## config.mk

```make
export PLATFORM = sky130hd
export DESIGN_NAME = mips_mem_loader
export DESIGN_NICKNAME = d
export VERILOG_FILES = /design/src/rtl/mips_mem_loader.sv
export SDC_FILE = /design/constraint.sdc
export NUM_CORES = 1
export LEC_CHECK = 0
export CELL_PAD_IN_SITES_DETAIL_PLACEMENT = 1
export CELL_PAD_IN_SITES_GLOBAL_PLACEMENT = 1
export CORE_MARGIN = 1.5
export CORE_UTILIZATION = 45
export CTS_CLUSTER_DIAMETER = 100
export CTS_CLUSTER_SIZE = 20
export DETAILED_ROUTE_END_ITERATION = 10
export PLACE_DENSITY = 0.73
export SLEW_MARGIN = 20
export SYNTH_ARGS = -nofsm -noshare
export SYNTH_HDL_FRONTEND = slang
export SYNTH_SLANG_ARGS = --single-unit
```

## constraint.sdc

```tcl
create_clock -name clk -period 3.71 [get_ports clk]
set_input_delay 0.371 -clock clk [delete_from_list [all_inputs] [get_ports clk]]
set_output_delay 0.371 -clock clk [all_outputs]
set_load 0.01 [all_outputs]
```

## src/rtl/mips_mem_loader.sv

```systemverilog
// Program RAM and byte loader in front of the 8-bit multicycle mips core.
// LOAD captures pin strobes into consecutive addresses with the core held in reset; RUN serves the core.
module mips_mem_loader #(
  parameter int AWIDTH = 5,
  parameter int DWIDTH = 8
) (
  input  logic              clk,
  input  logic              rst,
  input  logic              load_mode,
  input  logic              load_strobe,
  input  logic [DWIDTH-1:0] load_data,
  input  logic [DWIDTH-1:0] cpu_adr,
  input  logic [DWIDTH-1:0] cpu_writedata,
  input  logic              cpu_memwrite,
  output logic [DWIDTH-1:0] cpu_memdata,
  output logic              cpu_reset,
  output logic [AWIDTH:0]   load_count,
  output logic              load_full,
  output logic              running
);

  localparam int DEPTH = 1 << AWIDTH;
  localparam logic [AWIDTH:0] FULL_COUNT = (AWIDTH + 1)'(DEPTH);

  typedef enum logic [0:0] {
    ST_LOAD = 1'b0,
    ST_RUN  = 1'b1
  } state_t;

  state_t              state_q, state_d;
  logic                mode_s1_q, mode_s2_q;
  logic                strobe_s1_q, strobe_s2_q, strobe_hist_q;
  logic [AWIDTH:0]     count_q, count_d;
  logic                full_q, full_d;
  logic                cpu_reset_q, cpu_reset_d;
  logic                running_q, running_d;
  logic                strobe_rise_s;
  logic                adr_in_range_s;
  logic                mem_we_s;
  logic [AWIDTH-1:0]   mem_waddr_s;
  logic [DWIDTH-1:0]   mem_wdata_s;
  logic [DWIDTH-1:0]   mem [DEPTH];

  assign strobe_rise_s  = strobe_s2_q & ~strobe_hist_q;
  assign adr_in_range_s = ((cpu_adr >> AWIDTH) == '0);

  // Synchronizers, FSM state and registered status outputs.
  // Mode sync resets to 1 so the core stays in reset until a low mode has crossed the synchronizer.
  always_ff @(posedge clk or negedge rst) begin
    if (!rst) begin
      mode_s1_q     <= 1'b1;
      mode_s2_q     <= 1'b1;
      strobe_s1_q   <= 1'b0;
      strobe_s2_q   <= 1'b0;
      strobe_hist_q <= 1'b0;
      state_q       <= ST_LOAD;
      count_q       <= '0;
      full_q        <= 1'b0;
      cpu_reset_q   <= 1'b1;
      running_q     <= 1'b0;
    end else begin
      mode_s1_q     <= load_mode;
      mode_s2_q     <= mode_s1_q;
      strobe_s1_q   <= load_strobe;
      strobe_s2_q   <= strobe_s1_q;
      strobe_hist_q <= strobe_s2_q;
      state_q       <= state_d;
      count_q       <= count_d;
      full_q        <= full_d;
      cpu_reset_q   <= cpu_reset_d;
      running_q     <= running_d;
    end
  end

  // Next-state, load counter and RAM write-port selection.
  always_comb begin
    state_d     = state_q;
    count_d     = count_q;
    full_d      = full_q;
    mem_we_s    = 1'b0;
    mem_waddr_s = '0;
    mem_wdata_s = '0;
    case (state_q)
      ST_LOAD: begin
        if (strobe_rise_s && !full_q) begin
          mem_we_s    = 1'b1;
          mem_waddr_s = count_q[AWIDTH-1:0];
          mem_wdata_s = load_data;
          count_d     = count_q + 1'b1;
          full_d      = (count_d == FULL_COUNT);
        end else begin
          count_d = count_q;
        end
        if (!mode_s2_q) begin
          state_d = ST_RUN;
        end else begin
          state_d = ST_LOAD;
        end
      end
      ST_RUN: begin
        if (cpu_memwrite && adr_in_range_s) begin
          mem_we_s    = 1'b1;
          mem_waddr_s = cpu_adr[AWIDTH-1:0];
          mem_wdata_s = cpu_writedata;
        end else begin
          mem_we_s = 1'b0;
        end
        // Re-entering LOAD restarts the image from address 0.
        if (mode_s2_q) begin
          state_d = ST_LOAD;
          count_d = '0;
          full_d  = 1'b0;
        end else begin
          state_d = ST_RUN;
        end
      end
      default: begin
        state_d = ST_LOAD;
        count_d = '0;
        full_d  = 1'b0;
      end
    endcase
    cpu_reset_d = (state_d == ST_LOAD);
    running_d   = (state_d == ST_RUN);
  end

  // RAM write port; intentionally unreset so the image survives rst.
  always_ff @(posedge clk) begin
    if (mem_we_s) begin
      mem[mem_waddr_s] <= mem_wdata_s;
    end
  end

  // Combinational core read; addresses beyond the RAM read as zero.
  always_comb begin
    if (adr_in_range_s) begin
      cpu_memdata = mem[cpu_adr[AWIDTH-1:0]];
    end else begin
      cpu_memdata = '0;
    end
  end

  assign load_count = count_q;
  assign load_full  = full_q;
  assign cpu_reset  = cpu_reset_q;
  assign running    = running_q;

endmodule
```

==> impl_metrics.tcl <==
set metrics [dict create \
    p_total_mw 5.45 \
    period_needed_ns 3.42 \
    synthFlopType "edfxtp_1" \
    clkTransAtPathRegs_ns 0.08 \
    cp.required_ns 3.34 \
    cts.path.max_buffers 3 \
    fin_nets 627 \
    yosysTopAreaCell "edfxtp_1" \
    grt.total_usage 0.200 \
    crit_path_end_kind "output port" \
    dpl.hpwl_um 15600 \
    io_pins 46 \
    ys_types 46 \
    cts.repair.resized 0 \
    hold_viol 0 \
    synth_area_leaders "edfxtp_1 (71%), mux4_2 (9.3%), mux2i_1 (2.9%)" \
    coreArea_um2 23600 \
    arrival_ns 3.05 \
    clock_power_share 0.331 \
    finalSetupTns_ns 0 \
    maxCapViolCount 0 \
    postRouteAntennaNets 0 \
    final_common_cell "edfxtp_1" \
    p_sw_mw 1.13 \
    synth_edf_count 256 \
    grt_pass1_wl_um 36400 \
    clock-sinks 270 \
    status "complete, no violations" \
    routabilityCongestion 0.816 \
    post_cts_buffers 0 \
    critPathMaxFanout 37 \
    ys_seq_elements 270 \
    via_count 5516 \
    cp-start-kind "input pin" \
    die-area_um2 25100 \
    holdBufCountCts 0 \
    drt_pass1_iterations 4 \
    antenna_found_initial 0 \
    tightestPinTransition_ns 0.978 \
    routedWlPerCell_um 26.0 \
    wirelength_um 23900 \
    initialDrtViolationCount 456 \
    setup_violations 0 \
    clock-root-buffer "clkbuf_16" \
    drv_slew 0 \
    overflow 0 \
    pwr-share-comb 0.057 \
    max_freq_ghz 0.292 \
    p_leak_nw 3.97 \
    avgSynthCellArea_um2 19.9 \
    initial_utilization 0.460 \
    synth.cell_area_um2 10900 \
    layout_common_cells "edfxtp_1 (256), mux4_2 (45), clkdlybuf4s50_1 (43)" \
    fin_util 0.513 \
    crit_type "input pin to output port" \
    route.detailed.drc 0 \
    post_drt_via_cell_ratio 5.99 \
    max_slew_margin 0.348 \
    htreeDepth 1 \
    dp_cells 896 \
    grt_pass1_vias 5895 \
    synth_top_area_frac 0.708 \
    syn-num-nets 577 \
    p_per_area_nw_per_um2 451 \
    finClkSkew_ns 0.0172 \
    rsz0062_at_grt "no" \
    drive_gt1_frac 0.153 \
    period_share 0.923 \
    numPortBuffers 45 \
    clk_latency_ns 0.50 \
    yosysWarningCount 0 \
    instances_no_fill 921 \
    num_rows 56 \
    internal_power_mw 4.32 \
    num_antenna_cells 0 \
    seqPwrFrac 0.613 \
    grt_max_degree 38 \
    swShare 0.208 \
    seq_area_frac_synth 0.740 \
    cts_buffers 17 \
    area_delta_synth_final_pct 11.4 \
    die_x_um 158 \
    hold_class "input pin to async pin" \
    synthCells 546 \
    async_flop_share 0.0519 \
    fp.dieH_um 158 \
    cts_tree "built" \
    ir_worst_vdd_mv 0.279 \
]
logic make-up (layout without fill, tap and decap cells):
logic type	after synthesis	in the layout	share of synthesized area
compound gates	72	72	0.0520
xor+xnor	1	1	0.000807
fa+ha+maj	2	2	0.00230
buf+inv	36	92	0.0227
flops	270	270	0.740
mux	88	88	0.149
simple gates	77	77	0.0325
critical path, stage by stage:
cell,delay (ns)
buf_2,0.73
buf_4,0.32
nor2b_1,0.52
a221oi_1,0.22
o21ai_1,0.19
a31oi_1,0.14
clkdlybuf4s50_1,0.53
registers in the layout (all words and copies together), names as in the netlist:
name / cells
mem: 256
load_count: 6
cpu_reset: 1
load_full: 1
mode_s1_q: 1
mode_s2_q: 1
running: 1
strobe_hist_q: 1
strobe_s1_q: 1
strobe_s2_q: 1
cell usage after synthesis (2+ instances only):
cell type and n:
edfxtp_1 256, mux4_2 45, nor2_1 37, mux2i_1 32, nand3_1 14, nand2_1 12, dfrtp_1 11, mux4_1 11
buf_2 10, a22o_1 9, a221o_1 8, a22oi_1 8, a31oi_1 8, o21ai_0 8, clkbuf_1 7, a221oi_1 6
buf_6 6, o21ai_1 6, buf_1 5, a32o_1 4, and2_1 4, a32oi_1 3, buf_12 3, dfstp_2 3
nor2b_1 3, a21oi_1 2, ha_1 2, inv_1 2, o2111ai_1 2, o211ai_1 2, or3_1 2
power groups by stage:
stage | clock network [mW] | registers [mW] | logic [mW]
6_report | 1.80 | 3.34 | 0.310
3_3_place_gp | 0 | 3.41 | 0.302
4_1_cts | 1.83 | 3.34 | 0.313
3_5_place_dp | 0 | 3.41 | 0.311
2_1_floorplan | 0 | 3.41 | 0.195
5_1_grt | 1.92 | 3.34 | 0.333
cell type report:
cell class	instances	area, um^2
Clock buffer	23	448
Clock inverter	2	20.0
Fill cell	2145	11500
Inverter	3	11.3
Multi-Input combinational cell	240	2570
Sequential cell	270	8040
Tap cell	319	399
Timing Repair Buffer	64	611
final timing paths:
kind	startpoint	end	slack, ns	depth (start not counted)
worst max-delay path	cpu_adr[1]	cpu_memdata[0]	0.29	7
worst min-delay path	rst	load_count[4]	0.26	1
worst max register to register	running	mem[11][4]	0.69	4
worst min register to register	mode_s1_q	mode_s2_q	0.36	0
max in group asynchronous	rst	strobe_hist_q	3.04	1
min in group clk	load_mode	mode_s1_q	0.27	1
per-stage QoR:
step	hold slack [ns]	setup slack [ns]	area, um^2
6_report	0.260	0.286	12100
5_1_grt	0.292	0.191	12100
4_1_cts	0.264	0.306	12100
3_5_place_dp	0.346	0.337	11600
3_3_place_gp	0.334	0.397	11600
2_1_floorplan	0.0754	1.48	10900
metal layers:
layer | vias up | track usage | wire length (um)
met4 | 0 | 0.0601 | 652
met5 | - | 0 | 0
met2 | 173 | 0.330 | 11700
li1 | 2369 | - | -
met1 | 2931 | 0.277 | 10400
met3 | 43 | 0.0280 | 1200
Power figures use the tool's default switching activity.
